File: src/rtl/mem_stage.sv
// Memory-access pipeline stage: latches the execute bundle, captures SRAM load data and builds the write-back bundle.
// Optional load-misalignment detection is enabled by defining MS_LOAD_ALE_EN.
module mem_stage #(
    parameter int EX_ZIP_W = 81,
    parameter int LD_OP_W  = 5
) (
    input  logic                clk,
    input  logic                reset,
    input  logic                es_to_ms_valid,
    output logic                ms_allowin,
    input  logic [31:0]         es_pc,
    input  logic                es_rf_we,
    input  logic [4:0]          es_rf_waddr,
    input  logic [31:0]         es_alu_result,
    input  logic                es_res_from_mem,
    input  logic [LD_OP_W-1:0]  es_ld_inst,
    input  logic                es_csr_re,
    input  logic [EX_ZIP_W-1:0] es_ex_zip,
    input  logic [31:0]         data_sram_rdata,
    input  logic                ws_allowin,
    input  logic                wb_ex,
    output logic                ms_to_ws_valid,
    output logic [31:0]         ms_pc,
    output logic                ms_rf_we,
    output logic [4:0]          ms_rf_waddr,
    output logic [31:0]         ms_rf_wdata,
    output logic                ms_res_from_mem,
    output logic                ms_csr_re,
    output logic [EX_ZIP_W-1:0] ms_ex_zip,
    output logic                ms_ex,
    output logic                ms_ale,
    output logic [31:0]         ms_badv
);

    logic                ms_valid_q, ms_valid_d;
    logic [31:0]         pc_q;
    logic                rf_we_q;
    logic [4:0]          rf_waddr_q;
    logic [31:0]         alu_result_q;
    logic                res_from_mem_q;
    logic [LD_OP_W-1:0]  ld_inst_q;
    logic                csr_re_q;
    logic [EX_ZIP_W-1:0] ex_zip_q;
    logic                first_q, first_d;
    logic [31:0]         buf_q, buf_d;
    logic                buf_valid_q, buf_valid_d;

    logic        accept;
    logic [1:0]  addr;
    logic [31:0] load_src;
    logic [31:0] shifted;
    logic [7:0]  byte_v;
    logic [15:0] half_v;
    logic        ale;

    assign ms_allowin     = !ms_valid_q || ws_allowin;
    assign ms_to_ws_valid = ms_valid_q;
    assign accept         = es_to_ms_valid && ms_allowin;
    assign addr           = alu_result_q[1:0];

    always_comb begin
        ms_valid_d = ms_valid_q;
        if (wb_ex)
            ms_valid_d = 1'b0;
        else if (ms_allowin)
            ms_valid_d = es_to_ms_valid;
    end

    // SRAM data is only valid in the first cycle after the request, so a
    // stall starting in that cycle must snapshot it for the rest of the stall.
    always_comb begin
        first_d     = accept;
        buf_d       = buf_q;
        buf_valid_d = buf_valid_q;
        if (wb_ex || accept) begin
            buf_valid_d = 1'b0;
        end else if (first_q && ms_valid_q && !ws_allowin) begin
            buf_d       = data_sram_rdata;
            buf_valid_d = 1'b1;
        end
    end

    always_ff @(posedge clk or posedge reset) begin
        if (reset) begin
            ms_valid_q     <= 1'b0;
            pc_q           <= '0;
            rf_we_q        <= 1'b0;
            rf_waddr_q     <= '0;
            alu_result_q   <= '0;
            res_from_mem_q <= 1'b0;
            ld_inst_q      <= '0;
            csr_re_q       <= 1'b0;
            ex_zip_q       <= '0;
            first_q        <= 1'b0;
            buf_q          <= '0;
            buf_valid_q    <= 1'b0;
        end else begin
            ms_valid_q  <= ms_valid_d;
            first_q     <= first_d;
            buf_q       <= buf_d;
            buf_valid_q <= buf_valid_d;
            if (accept) begin
                pc_q           <= es_pc;
                rf_we_q        <= es_rf_we;
                rf_waddr_q     <= es_rf_waddr;
                alu_result_q   <= es_alu_result;
                res_from_mem_q <= es_res_from_mem;
                ld_inst_q      <= es_ld_inst;
                csr_re_q       <= es_csr_re;
                ex_zip_q       <= es_ex_zip;
            end
        end
    end

    always_comb begin
        load_src = buf_valid_q ? buf_q : data_sram_rdata;
        shifted  = load_src >> {addr, 3'b000};
        byte_v   = shifted[7:0];
        half_v   = addr[1] ? load_src[31:16] : load_src[15:0];
        if (ld_inst_q[0])
            ms_rf_wdata = {{24{byte_v[7]}}, byte_v};
        else if (ld_inst_q[1])
            ms_rf_wdata = {24'h0, byte_v};
        else if (ld_inst_q[2])
            ms_rf_wdata = {{16{half_v[15]}}, half_v};
        else if (ld_inst_q[3])
            ms_rf_wdata = {16'h0, half_v};
        else if (ld_inst_q[4])
            ms_rf_wdata = load_src;
        else
            ms_rf_wdata = alu_result_q;
    end

`ifdef MS_LOAD_ALE_EN
    assign ale = ms_valid_q && res_from_mem_q &&
                 (((ld_inst_q[2] || ld_inst_q[3]) && addr[0]) ||
                  (ld_inst_q[4] && (addr != 2'b00)));
`else
    assign ale = 1'b0;
`endif

    assign ms_ale          = ale;
    assign ms_ex           = ms_valid_q && (ex_zip_q[1] || ex_zip_q[0] || ale);
    assign ms_badv         = alu_result_q;
    assign ms_pc           = pc_q;
    assign ms_rf_we        = ms_valid_q && rf_we_q && !ms_ex;
    assign ms_rf_waddr     = rf_waddr_q;
    assign ms_res_from_mem = ms_valid_q && res_from_mem_q;
    assign ms_csr_re       = ms_valid_q && csr_re_q;
    assign ms_ex_zip       = ex_zip_q;

endmodule
File: config.mk
export PLATFORM = sky130hd
export DESIGN_NAME = mem_stage
export DESIGN_NICKNAME = d
export VERILOG_FILES = /design/src/rtl/mem_stage.sv
export SDC_FILE = /design/constraint.sdc
export NUM_CORES = 1
export LEC_CHECK = 0
export ABC_AREA = 1
export BUFFER_PORTS_ARGS = -buffer_cell sky130_fd_sc_hd__buf_2
export CORE_AREA = 4 4 147 149
export DETAILED_ROUTE_END_ITERATION = 8
export DIE_AREA = 0 0 151 153
export PLACE_DENSITY = 0.84
export SLEW_MARGIN = 20
export SYNTH_ARGS = -nofsm -noshare
export SYNTH_HDL_FRONTEND = slang
export SYNTH_SLANG_ARGS = --single-unit
File: constraint.sdc
create_clock -name clk -period 10.6 [get_ports clk]
set_input_delay 0.53 -clock clk [delete_from_list [all_inputs] [get_ports clk]]
set_output_delay 0.53 -clock clk [all_outputs]
set_load 0.005 [all_outputs]
==> summary.txt <==
Logic synthesis
  – Yosys cell types: 24
  – Synth area leaders: dfrtp_1 52%, nand2_1 27%, nand3_1 4.0%, inv_1 3.3%, o21ai_1 2.7%
  – Number of synthesis warnings: 0
  – Avg Cell Area, Syn: 7.418 um2
  – FF+latch count, synth: 193
  – Mapped cell area: 9213 um2
  – Cell taking the most area after synthesis: dfrtp_1
  – Yosys top cell area share: 52.42%
  – Sequential area share after synthesis: 52.42%
  – Synth Net Count: 1437
  – Post-Syn Instances: 1242

Power
  – P_leak: 6.928 nW
  – Switching share of power: 33.11%
  – Gate power share: 22.4%
  – Power share of the clock group: 32.2%
  – Sequential Power Share: 45.4%
  – Design Power: 1.988 mW
  – PD cells: 169.9 nW/um2
  – Internal power: 1.330 mW
  – VDD IR max: 0.00009495 V
  – Psw: 0.6584 mW

Drt
  – Remaining DRCs: 0
  – Total routed wirelength: 29.32 mm
  – Iteration-0 DRC Markers: 730
  – 1st-pass router iterations: 5
  – Final ANT Viol Nets: 0
  – Routed vias: 9194
  – Vias per std cell: 4.938
  – WL per Instance: 15.75 um

Global routing
  – Largest net degree at the start of global routing: 119
  – First-pass GRT wire length: 46.28 mm
  – Initial antenna violation count: 6
  – Vias in the first global route: 9033
  – Grt ovf: 0
  – Total track usage: 25.15%

Finish
  – Nets@finish: 1773
  – Most common cell after layout, fill and taps aside: nand2_1
  – Fillers: 1869
  – Area Overhead vs Synth: 27.04%
  – Fraction of layout cells with a size suffix above 1: 27.48%
  – Multi-input combinational cell area: 3655 um2
  – Most frequent cells in the layout: 654 x nand2_1, 382 x buf_2, 193 x dfrtp_1
  – Sequential Area: 4830 um2

CTS
  – Clock Tree Root: clkbuf_16
  – Clock Sinks: 193
  – Post CTS Setup Buffer Count: 0
  – Later-pin clock latency in the skew report: 430 ps
  – CTS max path bufs: 2
  – Hold buffer count at cts: 0
  – TritonCTS buffer count: 17
  – Clock slew at reported path FFs: 80 ps
  – Post-CTS Resized: 0
  – CTS tree: built
  – H-tree depth: 4

Die
  – Starting density of the core: 45.68%
  – Die ar.: 23100 um2
  – Row count: 52
  – Die span in x: 151 um
  – Core area: 20170 um2
  – Ports: 384
  – Die Ht: 153 um

STA
  – RSZ-0062 raised after global routing: no
  – Normalized max-slew margin: 25.44%
  – Top achievable clock speed: 281.4 MHz
  – Worst Skew: 14.02 ps
  – Fin. max-slew vios: 0
  – Final setup TNS: 0 ps
  – Tmin final: 3554 ps
  – Crit share post-route: 33.53%
  – Worst hold margin: 236.5 ps
  – Endpoints failing setup: 0
  – Hold Fails Final Rpt: 0
  – Least-Margin Pin Slew: 1118 ps

Min path
  – HP Class: primary input to asynchronous set/reset pin

Critical path
  – CP endpoint kind: primary output
  – Crit path max fanout: 52
  – CP startpoint kind: flip-flop
  – WP data required: 10070 ps
  – WS Path Type: flip-flop to primary output
  – CP arrival: 3020 ps

Placement
  – Port bufs: 382
  – Final Wtd Congestion: 0.9435
  – Post-DP HPWL: 21.65 mm

Run status
  – Outcome: completed

Flow run
  – Number of max-cap violations: 0
[metal layers]
| layer | global-route usage (%) | share of wire, % | vias to the layer above |
|---|---|---|---|
| li1 | - | - | 4474 |
| met1 | 31.17 | 39 | 4202 |
| met2 | 41.09 | 48 | 426 |
| met3 | 7.403 | 9.0 | 84 |
| met4 | 10.23 | 3.8 | 8 |
| met5 | 0 | 0.18 | - |
[critical path, stage by stage, from the launching register on]
cell	delay, ps
dfrtp_1	950
inv_4	410
o21ai_1	270
nand2_1	70
nand3_1	90
nand2_2	70
nand2_2	420
nand2_1	130
buf_2	160
[power by group through the flow]
| stage | combinational [mW] | clock (mW) | sequential [mW] |
|---|---|---|---|
| after global placement | 0.434 | 0 | 0.911 |
| final | 0.445 | 0.641 | 0.903 |
| after floorplan | 0.250 | 0 | 0.902 |
| after CTS | 0.447 | 0.650 | 0.901 |
| after global routing | 0.504 | 0.686 | 0.915 |
| after detailed placement | 0.447 | 0 | 0.912 |
[cell families (layout without fill, tap and decap cells)]
| logic type | count (synthesis) | after routing | share of synthesized area [%] |
|---|---|---|---|
| compound gates | 104 | 104 | 5.677 |
| simple gates | 785 | 785 | 33.95 |
| flops | 193 | 193 | 52.42 |
| other cells | 1 | 3 | 0.04071 |
| buf+inv | 159 | 507 | 7.905 |
[synthesized netlist by cell type, drive strengths merged]
cell and n:
nand4 5, nand3 74, o31ai 1, o21ai 79, a21oi 24, dfrtp 193, nand2 658, nor2 40
or2 1, inv 90, clkbuf 18, conb 1, nand3b 1, buf 51, and2 6
[path summary, 6_finish.rpt]
path | endpoint | cells past startpoint | slack, ps | from
max | ms_rf_wdata[26] | 8 | 7050 | buf_valid_q
min | ms_pc[15] | 2 | 240 | reset
max reg2reg | ms_badv[14] | 8 | 7760 | ms_to_ws_valid
min reg2reg | ms_ex_zip[58] | 2 | 480 | ms_ex_zip[58]
max in group asynchronous | ms_rf_waddr[1] | 3 | 8810 | reset
min in group clk | ms_pc[0] | 3 | 280 | es_pc[0]
[flip-flops by register name, summed over array words and instances (netlist names)]
name and flops:
ms_ex_zip 81, buf_q 32, ms_badv 32, ms_pc 32
ld_inst_q 5, ms_rf_waddr 5, buf_valid_q 1, csr_re_q 1
first_q 1, ms_to_ws_valid 1, res_from_mem_q 1, rf_we_q 1
[layout make-up]
cell class,count,area share (%)
clock buffers,17,3.635
flip-flops and latches,193,41.27
clock inverters,14,1.336
inverters,90,3.015
diodes,2,0.04276
multi-input cells,890,31.23
well taps,270,2.886
repair buffers,386,16.59
[stage by stage]
| stage | utilization (%) | instances | instance area, um2 | setup WS [ps] |
|---|---|---|---|---|
| finish | 58.03 | 1862 | 11700 | 7046 |
| global route | 58.03 | 1862 | 11700 | 6841 |
| CTS | 58.00 | 1860 | 11700 | 7054 |
| detailed placement | 55.12 | 1829 | 11120 | 7528 |
| global placement | 55.12 | 1829 | 11120 | 7622 |
| floorplan | - | 1242 | 9213 | 4814 |
Power figures use the tool's default switching activity.
